[src/rtl/rv_ctrl_pkg.sv]
// Shared opcodes, ALU encodings, FSM states and funct3 -> ALU mapping
// for the RV32I multi-cycle control unit.
package rv_ctrl_pkg;

    localparam logic [6:0] OP_IMM = 7'b0010011;
    localparam logic [6:0] OP     = 7'b0110011;
    localparam logic [6:0] LOAD   = 7'b0000011;
    localparam logic [6:0] STORE  = 7'b0100011;

    localparam logic [2:0] F3_WORD = 3'b010;

    localparam logic [3:0] ALU_ADD  = 4'b0000;
    localparam logic [3:0] ALU_SUB  = 4'b0001;
    localparam logic [3:0] ALU_AND  = 4'b0010;
    localparam logic [3:0] ALU_SRL  = 4'b0011;
    localparam logic [3:0] ALU_OR   = 4'b0100;
    localparam logic [3:0] ALU_XOR  = 4'b0101;
    localparam logic [3:0] ALU_SLT  = 4'b0110;
    localparam logic [3:0] ALU_SLTU = 4'b0111;
    localparam logic [3:0] ALU_SLL  = 4'b1000;
    localparam logic [3:0] ALU_SRA  = 4'b1011;

    typedef enum logic [2:0] {IDLE, DECODE, EXEC, MEM, WB} state_t;

    // ir[30] selects SUB only for register-register ops (addi uses it as an immediate bit).
    function automatic logic [3:0] aluFromFunct(input logic [2:0] funct3,
                                                input logic       bit30,
                                                input logic       isRegOp);
        logic [3:0] sel;
        case (funct3)
            3'b000:  sel = (isRegOp && bit30) ? ALU_SUB : ALU_ADD;
            3'b001:  sel = ALU_SLL;
            3'b010:  sel = ALU_SLT;
            3'b011:  sel = ALU_SLTU;
            3'b100:  sel = ALU_XOR;
            3'b101:  sel = bit30 ? ALU_SRA : ALU_SRL;
            3'b110:  sel = ALU_OR;
            default: sel = ALU_AND;
        endcase
        return sel;
    endfunction

endpackage

[src/rtl/multicycle_control_unit_if.sv]
// Instruction handshake and data-memory request signals between the
// control unit (slave) and its fetch/memory environment (master).
interface multicycle_control_unit_if;
    logic [31:0] instr;
    logic        instr_valid;
    logic        instr_ready;
    logic        mem_req;
    logic        rw;
    logic        mem_ack;

    modport master (output instr, output instr_valid, input instr_ready,
                    input mem_req, input rw, output mem_ack);
    modport slave  (input instr, input instr_valid, output instr_ready,
                    output mem_req, output rw, input mem_ack);
endinterface

[src/rtl/multicycle_control_unit_alu_decoder.sv]
// Combinational classification of the latched instruction: legality,
// load/store kind, ALU operation and operand-B source.
module alu_decoder
    import rv_ctrl_pkg::*;
(
    input  logic [6:0] i_opcode,
    input  logic [2:0] i_funct3,
    input  logic       i_bit30,
    output logic [3:0] o_aluCtrl,
    output logic       o_aluSrc,
    output logic       o_legal,
    output logic       o_isLoad,
    output logic       o_isStore
);

    always_comb begin
        o_aluCtrl = ALU_ADD;
        o_aluSrc  = 1'b0;
        o_legal   = 1'b0;
        o_isLoad  = 1'b0;
        o_isStore = 1'b0;
        case (i_opcode)
            OP_IMM: begin
                o_legal   = 1'b1;
                o_aluSrc  = 1'b1;
                o_aluCtrl = aluFromFunct(i_funct3, i_bit30, 1'b0);
            end
            OP: begin
                o_legal   = 1'b1;
                o_aluCtrl = aluFromFunct(i_funct3, i_bit30, 1'b1);
            end
            LOAD: begin
                o_legal  = (i_funct3 == F3_WORD);
                o_isLoad = o_legal;
                o_aluSrc = 1'b1;
            end
            STORE: begin
                o_legal   = (i_funct3 == F3_WORD);
                o_isStore = o_legal;
                o_aluSrc  = 1'b1;
            end
            default: ;
        endcase
    end

endmodule

[src/rtl/multicycle_control_unit.sv]
// Multi-cycle RV32I control FSM: IDLE -> DECODE -> EXEC -> (MEM) -> (WB),
// with memory timeout, illegal-opcode trap and retired-instruction counter.
module multicycle_control_unit
    import rv_ctrl_pkg::*;
#(
    parameter int ALU_CTRL_W  = 4,
    parameter int MEM_TIMEOUT = 15,
    parameter int CNT_W       = 32
) (
    input  logic                  clk,
    input  logic                  rst_n,
    multicycle_control_unit_if.slave bus,
    output logic [ALU_CTRL_W-1:0] alu_ctrl,
    output logic                  AluSrc,
    output logic                  RegWrite,
    output logic                  MemToReg,
    output logic                  illegal,
    output logic                  mem_err,
    output logic [CNT_W-1:0]      retired
);

    localparam int WAIT_W = $clog2(MEM_TIMEOUT + 1);

    state_t            r_state;
    state_t            w_stateNext;
    logic [31:0]       r_ir;
    logic [WAIT_W-1:0] r_waitCnt;
    logic [CNT_W-1:0]  r_retired;

    logic [3:0] w_aluCtrl;
    logic       w_aluSrc;
    logic       w_legal;
    logic       w_isLoad;
    logic       w_isStore;
    logic       w_lastMemCycle;
    logic       w_retire;
    logic       w_unused;

    alu_decoder u_aluDecoder (
        .i_opcode  (r_ir[6:0]),
        .i_funct3  (r_ir[14:12]),
        .i_bit30   (r_ir[30]),
        .o_aluCtrl (w_aluCtrl),
        .o_aluSrc  (w_aluSrc),
        .o_legal   (w_legal),
        .o_isLoad  (w_isLoad),
        .o_isStore (w_isStore)
    );

    assign w_unused       = ^{r_ir[31], r_ir[29:15], r_ir[11:7]};
    assign w_lastMemCycle = (r_waitCnt == WAIT_W'(MEM_TIMEOUT - 1));
    assign w_retire       = (r_state == WB) || (r_state == MEM && bus.mem_ack && w_isStore);
    assign retired        = r_retired;

    always_ff @(posedge clk or negedge rst_n) begin
        if (!rst_n) begin
            r_state   <= IDLE;
            r_ir      <= '0;
            r_waitCnt <= '0;
            r_retired <= '0;
        end else begin
            r_state <= w_stateNext;
            if (r_state == IDLE && bus.instr_valid)
                r_ir <= bus.instr;
            r_waitCnt <= (r_state == MEM && w_stateNext == MEM) ? r_waitCnt + 1'b1 : '0;
            if (w_retire)
                r_retired <= r_retired + CNT_W'(1);
        end
    end

    always_comb begin
        w_stateNext     = r_state;
        bus.instr_ready = 1'b0;
        bus.mem_req     = 1'b0;
        bus.rw          = 1'b0;
        alu_ctrl        = '0;
        AluSrc          = 1'b0;
        RegWrite        = 1'b0;
        MemToReg        = 1'b0;
        illegal         = 1'b0;
        mem_err         = 1'b0;
        case (r_state)
            IDLE: begin
                bus.instr_ready = 1'b1;
                if (bus.instr_valid)
                    w_stateNext = DECODE;
            end
            DECODE: begin
                w_stateNext = w_legal ? EXEC : IDLE;
                illegal     = !w_legal;
            end
            EXEC: begin
                alu_ctrl    = ALU_CTRL_W'(w_aluCtrl);
                AluSrc      = w_aluSrc;
                w_stateNext = (w_isLoad || w_isStore) ? MEM : WB;
            end
            MEM: begin
                alu_ctrl    = ALU_CTRL_W'(w_aluCtrl);
                AluSrc      = w_aluSrc;
                bus.mem_req = 1'b1;
                bus.rw      = w_isLoad;
                // An ack in the last allowed cycle takes priority over the timeout.
                if (bus.mem_ack) begin
                    w_stateNext = w_isLoad ? WB : IDLE;
                end else if (w_lastMemCycle) begin
                    mem_err     = 1'b1;
                    w_stateNext = IDLE;
                end
            end
            WB: begin
                RegWrite    = 1'b1;
                MemToReg    = w_isLoad;
                w_stateNext = IDLE;
            end
            default: w_stateNext = IDLE;
        endcase
    end

endmodule
[src/flat_wrapper.sv]
// flat-port wrapper written by rule: the top's interface ports become plain ports
module multicycle_control_unit_flat import rv_ctrl_pkg::*;
#(
    parameter int ALU_CTRL_W  = 4,
    parameter int MEM_TIMEOUT = 15,
    parameter int CNT_W       = 32
)
  (clk, rst_n, alu_ctrl, AluSrc, RegWrite, MemToReg, illegal, mem_err, retired, bus_instr, bus_instr_valid, bus_instr_ready, bus_mem_req, bus_rw, bus_mem_ack);
  multicycle_control_unit_if bus_i ();
  input  logic clk;
  input  logic rst_n;
  output logic [ALU_CTRL_W-1:0] alu_ctrl;
  output logic AluSrc;
  output logic RegWrite;
  output logic MemToReg;
  output logic illegal;
  output logic mem_err;
  output logic [CNT_W-1:0] retired;
  input wire logic [$bits(bus_i.instr)-1:0] bus_instr;
  input wire logic [$bits(bus_i.instr_valid)-1:0] bus_instr_valid;
  output wire logic [$bits(bus_i.instr_ready)-1:0] bus_instr_ready;
  output wire logic [$bits(bus_i.mem_req)-1:0] bus_mem_req;
  output wire logic [$bits(bus_i.rw)-1:0] bus_rw;
  input wire logic [$bits(bus_i.mem_ack)-1:0] bus_mem_ack;
  assign bus_i.instr = bus_instr;
  assign bus_i.instr_valid = bus_instr_valid;
  assign bus_instr_ready = bus_i.instr_ready;
  assign bus_mem_req = bus_i.mem_req;
  assign bus_rw = bus_i.rw;
  assign bus_i.mem_ack = bus_mem_ack;
  multicycle_control_unit #(.ALU_CTRL_W(ALU_CTRL_W), .MEM_TIMEOUT(MEM_TIMEOUT), .CNT_W(CNT_W)) u_core (.clk(clk), .rst_n(rst_n), .bus(bus_i), .alu_ctrl(alu_ctrl), .AluSrc(AluSrc), .RegWrite(RegWrite), .MemToReg(MemToReg), .illegal(illegal), .mem_err(mem_err), .retired(retired));
endmodule
[config.mk]
export PLATFORM = sky130hd
export DESIGN_NAME = multicycle_control_unit_flat
export DESIGN_NICKNAME = d
export VERILOG_FILES = /design/src/rtl/rv_ctrl_pkg.sv /design/src/rtl/multicycle_control_unit_if.sv /design/src/rtl/multicycle_control_unit_alu_decoder.sv /design/src/rtl/multicycle_control_unit.sv /design/src/flat_wrapper.sv
export SDC_FILE = /design/constraint.sdc
export NUM_CORES = 1
export LEC_CHECK = 0
export CAP_MARGIN = 5
export CORE_MARGIN = 1
export CORE_UTILIZATION = 46
export DETAILED_ROUTE_END_ITERATION = 6
export PLACE_DENSITY = 0.79
export SYNTH_ARGS = -nofsm -noshare
export SYNTH_HDL_FRONTEND = slang
export SYNTH_HIERARCHICAL = 1
export SYNTH_SLANG_ARGS = --single-unit
[constraint.sdc]
create_clock -name clk -period 3 [get_ports clk]
set_input_delay 0.6 -clock clk [delete_from_list [all_inputs] [get_ports clk]]
set_output_delay 0.6 -clock clk [all_outputs]
set_load 0.02 [all_outputs]
==> results of run 1 <==
metal layers:
| layer | global-route usage, % | vias to the layer above |
|---|---|---|
| li1 | - | 924 |
| met3 | 5.27 | 7 |
| met1 | 26.5 | 917 |
| met4 | 4.62 | 0 |
| met5 | 0 | - |
| met2 | 29.5 | 60 |
placed cells by master, fill, tap and decap left out, drive strengths merged, types with 2 or more instances in the layout:
| cell type | n |
|---|---|
| nand4b | 2 |
| nor4 | 9 |
| clkbuf | 7 |
| xnor2 | 13 |
| dlymetal6s2s | 2 |
| and3 | 3 |
| and2 | 7 |
| or3 | 2 |
| nor3b | 3 |
| nor3 | 11 |
| nand4 | 12 |
| inv | 2 |
| ha | 3 |
| nand3b | 2 |
| dfrtp | 50 |
| and4 | 3 |
| clkdlybuf4s50 | 55 |
| xor2 | 20 |
| mux2 | 11 |
| nor2b | 2 |
| buf | 4 |
| nand2b | 2 |
| nor2 | 12 |
| nor4b | 5 |
| nand2 | 17 |
| nand3 | 11 |
| a21oi | 6 |
cell families (layout without fill, tap and decap cells):
| kind of cell | Yosys count | count (layout) | synth area share [%] |
|---|---|---|---|
| AOI/OAI and AO/OA | 11 | 11 | 2.66 |
| muxes | 11 | 11 | 4.87 |
| buffers and inverters | 11 | 71 | 2.12 |
| and+or+nand+nor | 108 | 108 | 28.3 |
| xor gates and xnor gates | 33 | 33 | 11.4 |
| adders and majority gates | 3 | 3 | 1.48 |
| DFF | 50 | 50 | 49.2 |
sequential cells by signal, indices dropped and copies added (netlist names):
register / count
u_core/r_waitCnt: 4
u_core/r_ir: 11
u_core/r_state: 3
u_core/retired: 32
critical path, stage by stage, from the launching register on:
cell and delay, ns:
dfrtp_1 0.41, nor4b_4 0.32, nand3_1 0.20, nor4b_2 0.27, and2_1 0.15, clkdlybuf4s50_1 0.59
power by group:
group	switching (mW)	internal [mW]	total (mW)
logic	0.0693	0.0893	0.159
clock network	0.209	0.186	0.396
registers	0.0486	0.710	0.759
total	0.327	0.986	1.31
layout make-up:
cell class	instances	share of cell area (%)
tap	70	2.66
timing repair buffer	61	18.3
clock inverter	1	0.152
clock buffer	7	2.62
inverter	2	0.228
sequential	50	38.0
multi-input combinational	166	38.0
worst paths after layout:
kind / to / from / slack (ns)
worst max-delay path: alu_ctrl[3] / u_core/r_ir[3]$_DFFE_PN0P_ / 0.17
worst min-delay path: u_core/retired[27]$_DFFE_PN0P_ / rst_n / 0.39
worst max register to register: u_core/retired[18]$_DFFE_PN0P_ / u_core/r_ir[3]$_DFFE_PN0P_ / 0.73
worst min register to register: u_core/retired[31]$_DFFE_PN0P_ / u_core/retired[31]$_DFFE_PN0P_ / 0.49
max in group asynchronous: u_core/r_ir[5]$_DFFE_PN0P_ / rst_n / 2.19
min in group clk: u_core/retired[31]$_DFFE_PN0P_ / u_core/retired[31]$_DFFE_PN0P_ / 0.49
repair_timing:
item / 4_1_cts / 5_1_grt
hold buffers: 0 / 0
resized for setup: 0 / 3
setup endpoints to repair: 0 / 2
==> summary.md, run 1 <==
| Metric | Value |
|---|---|
| Most common cell in the netlist | `dfrtp_1` |
| R2R depth | `7` |
| Clk Tree Root Cell | `clkbuf_8` |
| Fin worst setup slack | `0.174 ns` |
| Yosys warns | `6` |
| Fmax | `0.354 GHz` |
| Die Area | `0.00583 mm²` |
| Detailed Route WL | `5.15 mm` |
| Measured slew at the worst slew-check pin | `0.662 ns` |
| Postcts setup bufs | `0` |
| Residual DRC | `0` |
| Wirelength per Cell | `14.4 µm` |
| Initial core utilization | `48.9%` |
| Hold Vio Cnt, Final | `0` |
| Top cell type's share of synthesized area | `49.2%` |
| GRT Residual Overflow | `0` |
| Area Growth Syn to Fin | `29.5%` |
| RSZ-0062 raised after global routing | `no` |
| Tot Pwr | `1.31 mW` |
| Initial antenna violation count | `0` |
| Synth area leaders | `dfrtp_1 (49%), xor2_1 (6.9%), mux2_2 (4.9%)` |
| Share of layout cells above drive strength 1 | `13.6%` |
| Asr flop ratio synth | `100%` |
| Num CTS Buffers | `5` |
| Die Y | `76.4 µm` |
| Setup_tns | `0 ns` |
| Multi-input combinational cell area | `0.00125 mm²` |
| Synthesized cell area | `0.00254 mm²` |
| Crit share post-route | `94.2%` |
| Drt pass-1 iters | `4` |
| FF+latch count, synth | `50` |
| Max H-tree Level | `2` |
| Fin. max-slew vios | `0` |
| Outcome | `complete, no violations` |
| Cells after DPL | `349` |
| Routed wl met2 | `2.39 mm` |
| Syn_area_per_cell | `11.2 µm²` |
| CP startpoint kind | `flip-flop` |
| Worst-path maximum fanout | `4` |
| Non-filler instance count after layout | `357` |
| Post-Route M1 WL | `2.38 mm` |
| Hold_ws | `0.393 ns` |
| First-pass GRT wire length | `8.87 mm` |
| Worst slack, placed | `0.380 ns` |
| Syn nets | `266` |
| Layout Nets | `325` |
| CTS Buffer Depth | `2` |
| Leak | `1.47 nW` |
| Insertion delay to the later sink of the worst-skew pair | `0.30 ns` |
| Final GP Congestion | `0.782` |
| FP Rows | `26` |
| Sink Count | `50` |
| Core Region | `0.00520 mm²` |
| Slew HR | `55.7%` |
| Worst Skew | `0.00351 ns` |
| Ant diodes | `0` |
| FF/Latch Area | `0.00125 mm²` |
| Vias in the first global route | `1,813` |
| WS Path Type | `reg2out` |
| Max-Cap Viols | `0` |
| Die X | `76.4 µm` |
| Util after Layout | `63.3%` |
| CTS tree | `yes` |
| Distinct cells, synth | `41` |
| # setup viols final | `0` |
| Global-route usage over all layers | `19.1%` |
| Top FF cell, synth | `dfrtp_1` |
| Final min period | `2.83 ns` |
| Antenna Nets Post-Route | `0` |
| Post-synthesis sequential area ratio | `49.2%` |
| Largest area contributor in the netlist | `dfrtp_1` |
| Initial drt markers | `71` |
| Synth Instances | `227` |
| Commonest cells post-synth | `dfrtp_1 (50), xor2_1 (20), nand2_1 (17), xnor2_1 (13), nor2_1 (12)` |
| I/O pin cnt | `80` |
| Post-DP Area | `0.00319 mm²` |
| EDFF count, synth | `0` |
| WL met3 | `329 µm` |
| PD cells | `399 mW/mm²` |
| Via count | `1,908` |
| Signal arrival time at the worst endpoint | `2.23 ns` |
| Top Layer Used | `met4` |
| Crit end category | `primary output` |
| CTS clk-pin slew, worst paths | `0.08 ns` |
| Hold WC Path Type | `in2async` |
| Critical Path RT | `2.40 ns` |
| IO Port Bufs | `58` |
| Filler instances | `442` |
| Dpl hpwl | `3.70 mm` |
| Post-Layout Inst Area | `0.00329 mm²` |
| Largest net degree at the start of global routing | `51` |
| DR vias/cell | `5.34` |
| Peak VDD IR | `316 µV` |
Power figures use the tool's default switching activity.
==> run 2: changes to the inputs <==
--- a/config.mk
+++ b/config.mk
@@ -5,7 +5,7 @@
 export SDC_FILE = /design/constraint.sdc
 export NUM_CORES = 1
 export LEC_CHECK = 0
-export CAP_MARGIN = 5
+export CAP_MARGIN = 20
 export CORE_MARGIN = 1
 export CORE_UTILIZATION = 46
 export DETAILED_ROUTE_END_ITERATION = 6
==> results of run 2 <==
Same layout as run 1: the final DEF is identical, and so are final timing and power.
